==> config.mk <==
export PLATFORM = sky130hd
export DESIGN_NAME = ctrl_cmd_serializer
export DESIGN_NICKNAME = d
export VERILOG_FILES = /design/src/rtl/ctrl_cmd_serializer.sv
export SDC_FILE = /design/constraint.sdc
export NUM_CORES = 1
export LEC_CHECK = 0
export ABC_CLOCK_PERIOD_IN_PS = 2900
export CAP_MARGIN = 20
export CORE_MARGIN = 5
export CORE_UTILIZATION = 45
export CTS_CLUSTER_SIZE = 16
export DETAILED_ROUTE_END_ITERATION = 8
export PLACE_DENSITY = 0.72
export SLEW_MARGIN = 20
export SYNTH_ARGS = -nofsm -noshare
export SYNTH_HDL_FRONTEND = slang
export SYNTH_SLANG_ARGS = --single-unit
==> constraint.sdc <==
create_clock -name clk -period 2.9 [get_ports clk]
set_input_delay 0.58 -clock clk [delete_from_list [all_inputs] [get_ports clk]]
set_output_delay 0.58 -clock clk [all_outputs]
set_load 0.02 [all_outputs]
==> src/rtl/ctrl_cmd_serializer.sv <==
// ---------------------------------------------------------------------------
// ctrl_cmd_serializer
//
// Host-side transmitter for the control byte protocol. Accepts one whole
// command request (opcode plus block / data / instruction / delay fields),
// then emits the exact byte sequence the control unit expects, one byte per
// `next` acknowledge from the receiver. Sits between the SPI/MCU bridge (or
// a bench driver) and control_unit.
//
// Ports:
//   clk             clock
//   reset           synchronous, active-high reset
//   req_valid       command request present
//   req_ready       serializer can accept a request this cycle (IDLE only)
//   req_cmd         opcode (COMMAND_* code)
//   req_block       target block index (8*block_bytes bits)
//   req_data        register or gain value (data_width bits)
//   req_instr       block instruction word
//   req_delay_size  delay buffer size
//   req_init_delay  initial delay
//   tx_byte         byte to the control unit (its in_byte)
//   tx_valid        tx_byte valid (its in_valid)
//   tx_next         byte-consumed pulse from the control unit (its next)
//   busy            high from acceptance until the last byte is acknowledged
//   done            one-cycle pulse when a command's last byte is acknowledged
//   ack_timeout     one-cycle pulse when a command is aborted on timeout
// ---------------------------------------------------------------------------
module ctrl_cmd_serializer #(
  parameter int n_blocks    = 256,
  parameter int data_width  = 16,
  parameter int ACK_TIMEOUT = 65536,
  localparam int block_bytes = (n_blocks > 256) ? 2 : 1,
  localparam int data_bytes  = (data_width == 24) ? 3 : 2
) (
  input  logic                     clk,
  input  logic                     reset,
  input  logic                     req_valid,
  output logic                     req_ready,
  input  logic [7:0]               req_cmd,
  input  logic [8*block_bytes-1:0] req_block,
  input  logic [data_width-1:0]    req_data,
  input  logic [31:0]              req_instr,
  input  logic [23:0]              req_delay_size,
  input  logic [23:0]              req_init_delay,
  output logic [7:0]               tx_byte,
  output logic                     tx_valid,
  input  logic                     tx_next,
  output logic                     busy,
  output logic                     done,
  output logic                     ack_timeout
);

  // Opcode values mirror the COMMAND_* definitions in controller.vh.
  localparam logic [7:0] COMMAND_BEGIN_PROGRAM      = 8'h01;
  localparam logic [7:0] COMMAND_END_PROGRAM        = 8'h02;
  localparam logic [7:0] COMMAND_WRITE_BLOCK_INSTR  = 8'h03;
  localparam logic [7:0] COMMAND_WRITE_BLOCK_REG_0  = 8'h04;
  localparam logic [7:0] COMMAND_WRITE_BLOCK_REG_1  = 8'h05;
  localparam logic [7:0] COMMAND_ALLOC_DELAY        = 8'h06;
  localparam logic [7:0] COMMAND_SET_INPUT_GAIN     = 8'h07;
  localparam logic [7:0] COMMAND_SET_OUTPUT_GAIN    = 8'h08;
  localparam logic [7:0] COMMAND_UPDATE_BLOCK_REG_0 = 8'h09;
  localparam logic [7:0] COMMAND_UPDATE_BLOCK_REG_1 = 8'h0A;
  localparam logic [7:0] COMMAND_COMMIT_REG_UPDATES = 8'h0B;

  localparam int DATA_BITS = 8 * data_bytes;
  localparam int CNT_W     = (ACK_TIMEOUT > 2) ? $clog2(ACK_TIMEOUT) : 1;
  localparam logic [CNT_W-1:0] CNT_LAST = CNT_W'(ACK_TIMEOUT - 1);

  // Total byte counts (opcode included) per command class.
  localparam logic [2:0] LEN_INSTR = 3'(1 + block_bytes + 4);
  localparam logic [2:0] LEN_REG   = 3'(1 + block_bytes + data_bytes);
  localparam logic [2:0] LEN_ALLOC = 3'd7;
  localparam logic [2:0] LEN_GAIN  = 3'(1 + data_bytes);
  localparam logic [2:0] LEN_BARE  = 3'd1;

  typedef enum logic [0:0] {
    IDLE = 1'b0,
    SEND = 1'b1
  } state_t;

  state_t             state;
  state_t             next_state;

  // Command bytes left-aligned: the byte on the wire is always [55:48].
  logic [55:0]        shift_buf;
  logic [55:0]        next_shift_buf;
  logic [2:0]         byte_index;
  logic [2:0]         next_byte_index;
  logic [2:0]         byte_total;
  logic [2:0]         next_byte_total;
  logic [CNT_W-1:0]   wait_count;
  logic [CNT_W-1:0]   next_wait_count;

  logic               next_req_ready;
  logic               next_tx_valid;
  logic               next_busy;
  logic               next_done;
  logic               next_ack_timeout;

  logic [DATA_BITS-1:0] data_field;
  logic [55:0]          load_raw;
  logic [2:0]           load_len;
  logic [5:0]           load_shift;
  logic [55:0]          load_buf;

  assign data_field = DATA_BITS'(req_data);
  assign tx_byte    = shift_buf[55:48];

  // Assemble the request right-aligned with its length, then left-align it.
  always_comb begin
    load_raw = 56'd0;
    load_len = LEN_BARE;
    case (req_cmd)
      COMMAND_WRITE_BLOCK_INSTR: begin
        load_raw = 56'({req_cmd, req_block, req_instr});
        load_len = LEN_INSTR;
      end
      COMMAND_WRITE_BLOCK_REG_0,
      COMMAND_WRITE_BLOCK_REG_1,
      COMMAND_UPDATE_BLOCK_REG_0,
      COMMAND_UPDATE_BLOCK_REG_1: begin
        load_raw = 56'({req_cmd, req_block, data_field});
        load_len = LEN_REG;
      end
      COMMAND_ALLOC_DELAY: begin
        load_raw = 56'({req_cmd, req_delay_size, req_init_delay});
        load_len = LEN_ALLOC;
      end
      COMMAND_SET_INPUT_GAIN,
      COMMAND_SET_OUTPUT_GAIN: begin
        load_raw = 56'({req_cmd, data_field});
        load_len = LEN_GAIN;
      end
      COMMAND_BEGIN_PROGRAM,
      COMMAND_END_PROGRAM,
      COMMAND_COMMIT_REG_UPDATES: begin
        load_raw = 56'(req_cmd);
        load_len = LEN_BARE;
      end
      default: begin
        // Unknown opcodes still go out, but with no payload.
        load_raw = 56'(req_cmd);
        load_len = LEN_BARE;
      end
    endcase
    load_shift = {3'd7 - load_len, 3'b000};
    load_buf   = load_raw << load_shift;
  end

  // State register and registered outputs.
  always_ff @(posedge clk) begin
    if (reset) begin
      state       <= IDLE;
      shift_buf   <= 56'd0;
      byte_index  <= 3'd0;
      byte_total  <= 3'd0;
      wait_count  <= '0;
      req_ready   <= 1'b1;
      tx_valid    <= 1'b0;
      busy        <= 1'b0;
      done        <= 1'b0;
      ack_timeout <= 1'b0;
    end else begin
      state       <= next_state;
      shift_buf   <= next_shift_buf;
      byte_index  <= next_byte_index;
      byte_total  <= next_byte_total;
      wait_count  <= next_wait_count;
      req_ready   <= next_req_ready;
      tx_valid    <= next_tx_valid;
      busy        <= next_busy;
      done        <= next_done;
      ack_timeout <= next_ack_timeout;
    end
  end

  // Next-state and next-output logic.
  always_comb begin
    next_state       = state;
    next_shift_buf   = shift_buf;
    next_byte_index  = byte_index;
    next_byte_total  = byte_total;
    next_wait_count  = wait_count;
    next_req_ready   = req_ready;
    next_tx_valid    = tx_valid;
    next_busy        = busy;
    next_done        = 1'b0;
    next_ack_timeout = 1'b0;

    case (state)
      IDLE: begin
        if (req_valid && req_ready) begin
          next_state      = SEND;
          next_shift_buf  = load_buf;
          next_byte_index = 3'd0;
          next_byte_total = load_len;
          next_wait_count = '0;
          next_req_ready  = 1'b0;
          next_tx_valid   = 1'b1;
          next_busy       = 1'b1;
        end else begin
          // tx_next is deliberately ignored here.
          next_req_ready  = 1'b1;
          next_tx_valid   = 1'b0;
          next_busy       = 1'b0;
        end
      end

      SEND: begin
        // An acknowledge takes priority over a timeout in the same cycle.
        if (tx_next) begin
          next_wait_count = '0;
          if (byte_index == (byte_total - 3'd1)) begin
            next_state      = IDLE;
            next_shift_buf  = 56'd0;
            next_byte_index = 3'd0;
            next_req_ready  = 1'b1;
            next_tx_valid   = 1'b0;
            next_busy       = 1'b0;
            next_done       = 1'b1;
          end else begin
            next_shift_buf  = {shift_buf[47:0], 8'h00};
            next_byte_index = byte_index + 3'd1;
          end
        end else if (wait_count == CNT_LAST) begin
          next_state       = IDLE;
          next_shift_buf   = 56'd0;
          next_byte_index  = 3'd0;
          next_wait_count  = '0;
          next_req_ready   = 1'b1;
          next_tx_valid    = 1'b0;
          next_busy        = 1'b0;
          next_ack_timeout = 1'b1;
        end else begin
          next_wait_count  = wait_count + CNT_W'(1);
        end
      end

      default: begin
        next_state      = IDLE;
        next_shift_buf  = 56'd0;
        next_byte_index = 3'd0;
        next_wait_count = '0;
        next_req_ready  = 1'b1;
        next_tx_valid   = 1'b0;
        next_busy       = 1'b0;
      end
    endcase
  end

endmodule

Word level (Yosys, flattened, before mapping)
Index checks and enable logic that the tools add are counted.
- add/sub/neg operators: 4
- multiply operators: 0
- divide/modulo/power cells: 0
- $lt $le $gt $ge: 0
- eq/ne operators: 13
- shifts and indexed selects: 1
- multiplexer cells: 32
- bitwise gates (word level): 2
- reductions and logical operators: 8
- operator list (kind ; number):
    $mux W56 ; 4
    $pmux W56 S4 ; 1
    $pmux W56 S2 ; 1
    $shl A56 B6 Y56 ; 1
    $mux W16 ; 3
    $eq A8 B3 Y1 const B ; 4
    $pmux W16 S2 ; 1
    $eq A8 B4 Y1 const B ; 3
    $add A16 B1 Y16 const B ; 1
    $eq A16 B16 Y1 const B ; 1
    $mux W1 ; 13
    $mux W3 ; 4
    $pmux W3 S4 ; 1
    $eq A8 B2 Y1 const B ; 1
    $ne A3 B2 Y1 const B ; 2
    $pmux W1 S2 ; 3
    $pmux W3 S2 ; 1
    $reduce_and A2 Y1 ; 3
    $reduce_or A3 Y1 ; 2
    $reduce_or A4 Y1 ; 1
    $add A3 B1 Y3 const B ; 1
    $eq A3 B3 Y1 ; 1
    $sub A3 B1 Y3 const B ; 1
    $sub A3 B3 Y3 const A ; 1
    4 further kinds ; 5
- register bits: 83
- latch bits: 0
- RAM bits: 0
- ROM bits: 0
- input bits: 116
- output and inout bits: 13
- logic and storage cells: 69
- memories kept: 0

Logic depth before layout (Yosys ltp)
- depth in word-level cells: 7
- mapped depth: 8
- gate-level depth less buffers: 8

Least setup slack after synthesis
OpenSTA, ideal clock, no wires.
- path kind: input -> register
- start: input port req_cmd[2]
- end: register shift_buf[48]
- arrival: 2034 ps
- required time: 2821 ps
- path slack: 787 ps
- stages on the path: 8
- cells stage by stage: buf_6 or4b_1 buf_6 o21ai_4 nand3_1 o21ai_1 a221oi_1 a211oi_2
- cells in the longest elaborated chain, start to end: 7
- ends and longest elaborated chain (element ; RTL line ; source):
    from (decl) ; 39 ; input logic [7:0] req_cmd,
    $eq A8 B3 Y1 or $eq A8 B4 Y1 (tied branches) ; 114 ; case (req_cmd)
    $reduce_or A4 Y1 or $reduce_or A2 Y1 (tied branches) ; 114 ;
    $pmux W3 S4 ; 114 ;
    $sub A3 B3 Y3 ; 147 ; load_shift = {3'd7 - load_len, 3'b000};
    $shl A56 B6 Y56 * ; 148 ; load_buf = load_raw << load_shift;
    $mux W56 * ; 193 ; if (req_valid && req_ready) begin
    $pmux W56 S2 * ; 191 ; case (state)
    to (signal assigned) ; 166 ; shift_buf <= next_shift_buf;
    to (decl) ; 86 ; logic [55:0] shift_buf;
Every way passes the cells marked *; elsewhere a longest branch is shown, timed or not. The select of a mux whose other input is x is not followed.
A chain may end at the register's enable or synchronous reset.

Worst setup path after layout
Ends and elaborated chain as after synthesis.

==> impl_metrics.py <==
metrics = {
    "layout": {
        "mostFrequentLayoutCells": "clkdlybuf4s50_1, dfxtp_1, buf_4",
        "diodes": 0,
        "final_common_cell": "clkdlybuf4s50_1",
        "layout-area-overhead-vs-synth_pct": 38.1,
        "nets": 893,
        "fin_area_um2": 6910,
        "final_util": 0.634,
        "drive_gt1_frac": 0.148,
    },
    "logic_synthesis": {
        "synth_top_cells_by_area": "dfxtp_1, a22oi_1, nor2_1",
        "synthFlopType": "dfxtp_1",
        "synth_edf_count": 0,
        "netlist_area_um2": 5000,
        "synthMuxAreaShare": 0.00425,
        "synth_seq_cells": 83,
        "synthSimpleGateAreaFrac": 0.202,
        "synth-compound-area-share": 0.363,
        "synth_top_area_share": 0.332,
        "avgSynthCellArea_um2": 8.05,
        "synth_fa_ha_area_frac": 0.00751,
        "synth-xor-area-share": 0.0228,
        "synth_cell_type_count": 75,
        "yosysTopAreaCell": "dfxtp_1",
        "synth-async-reset-ratio": 0,
        "yosysWarningCount": 0,
        "synth.net_count": 740,
        "synth_seq_area_share": 0.332,
        "syn_inst": 621,
        "synth_top_family_by_area": "compound AO/OA/AOI/OAI gates",
    },
    "die": {
        "start_util": 0.459,
        "ios": 129,
        "fp.dieH_um": 115,
        "core_area_um2": 10900,
        "dieWidth_um": 115,
        "dieArea_um2": 13300,
        "num_rows": 38,
    },
    "grt": {
        "grt_max_degree": 39,
        "first_global_vias": 5654,
        "grt_pass1_wl_um": 30300,
        "grt.overflow.total": 0,
        "globalRouteTotalUtil": 0.295,
        "antenna_found_initial": 0,
    },
    "power": {
        "ir_drop_v": 0.000342,
        "p_leak_nw": 2.43,
        "cellPowerDensity_nw_per_um2": 407,
        "power_switching_mw": 0.907,
        "p_sw_frac": 0.323,
        "power_frac_comb": 0.276,
        "seqPwrFrac": 0.439,
        "p_int_mw": 1.90,
        "clock_power_share": 0.286,
    },
    "clock_network": {
        "cts_buffer_depth": 2,
        "cts.htree.levels": 3,
        "clk_pin_slew_ns": 0.09,
        "cts.sinks": 83,
        "cts-hold-fix-buffers": 0,
        "cts_tree": "done",
        "postCtsSetupBuffers": 0,
        "clk_latency_ns": 0.37,
        "numCtsBuffers": 9,
        "cts_resized": 0,
        "root_buffer": "clkbuf_8",
    },
    "timing": {
        "finalCriticalPeriod_ns": 2.71,
        "slew_violations": 0,
        "finalSetupTns_ns": 0,
        "slew_headroom": 0.524,
        "setup_ws_ns": 0.187,
        "finClkSkew_ns": 0.0134,
        "timing.fmax_mhz": 369,
        "rsz0062_at_grt": "no",
        "worst_slew_pin_slew_ns": 0.715,
        "setup_viol": 0,
        "min_period_over_period": 0.935,
        "hold_viol": 0,
    },
    "setup_path": {
        "path_max_fanout": 12,
        "cp.arrival_ns": 3.00,
        "cp_data_required_time_ns": 3.18,
        "end_kind": "register",
        "cp-start-kind": "input pin",
        "worstSetupPathType": "input pin to register",
    },
    "outcome": {
        "outcome": "finished, final reports clean",
    },
    "run": {
        "max_cap_violations": 0,
    },
    "route": {
        "via_per_inst": 6.29,
        "route.met2.wl_um": 9120,
        "ant_nets": 0,
        "dr_total_vias": 5780,
        "wl_per_cell_um": 21.5,
        "drt_iter0_drc": 708,
        "wl_um": 19800,
        "drtPass1Iterations": 6,
        "met1_length_um": 8090,
        "top_layer": "met4",
        "wl_met3_um": 2080,
        "drc_errors": 0,
    },
    "placement": {
        "dp_hpwl_um": 15900,
        "dp_slack_ns": -0.104,
        "gp_congestion": 1.00,
        "dpl_cell_area_um2": 6720,
        "portBuffers": 128,
    },
    "worst_hold_path": {
        "worstHoldPathType": "register to register",
    },
}
[state kept, by name (all words and copies together) (netlist names)]
name	cells
ack_timeout	1
shift_buf	56
busy	1
byte_index	3
req_ready	1
done	1
wait_count	16
byte_total	3
state	1
[metrics by stage]
stage	cells	total power, mW	hold WS, ns
finish	919	2.81	0.457
global route	919	2.93	0.473
CTS	919	2.80	0.458
detailed placement	903	2.02	0.445
global placement	903	2.01	0.442
floorplan	621	1.64	0.432
[logic make-up after synthesis]
| logic type | Yosys count |
|---|---|
| compound gates | 249 |
| simple gates | 205 |
| flops | 83 |
| buf+inv | 66 |
| xor+xnor | 13 |
| fa+ha+maj | 3 |
| mux | 2 |
[metal layers]
metal	track usage	up-vias
met1	0.391	2705
met5	0	-
met3	0.0820	39
met2	0.463	356
met4	0.101	0
li1	-	2680
[power groups by stage]
stage	registers, mW	logic, mW	clock network, mW
floorplan	1.25	0.398	0
global placement	1.25	0.757	0
detailed placement	1.26	0.762	0
CTS	1.23	0.765	0.804
global route	1.24	0.826	0.862
finish	1.23	0.774	0.803
[cells in the mapped netlist, types with 15 or more instances]
master    instances
nor2_1           73
a221oi_1         15
buf_2            20
a22oi_1          52
dfxtp_1          83
nand2_1          46
a21oi_1          47
nor3_1           17
clkbuf_1         24
o21ai_0          32
a211oi_1         20
nand3_1          16
[final cells by class]
class | count | area [um^2]
clock inverters | 6 | 47.5
clock buffers | 10 | 138
flip-flops and latches | 83 | 1660
fillers | 952 | 3980
multi-input cells | 472 | 3020
inverters | 5 | 18.8
well taps | 140 | 175
repair buffers | 203 | 1850
[worst paths after layout]
| path | start | to | slack [ns] | cells past startpoint |
|---|---|---|---|---|
| min | shift_buf[8] | shift_buf[16] | 0.46 | 2 |
| min reg2reg | shift_buf[8] | shift_buf[16] | 0.46 | 2 |
| max reg2reg | wait_count[0] | shift_buf[11] | 0.63 | 8 |
| max | req_cmd[2] | shift_buf[48] | 0.19 | 8 |
[critical path, stage by stage]
cell and delay [ns]:
clkdlybuf4s50_1 0.67, or3b_1 0.42, o211ai_1 0.23, buf_4 0.23
nand3_1 0.08, o21ai_1 0.36, a221oi_1 0.19, a211oi_2 0.23
(Power assumes the default switching activity.)
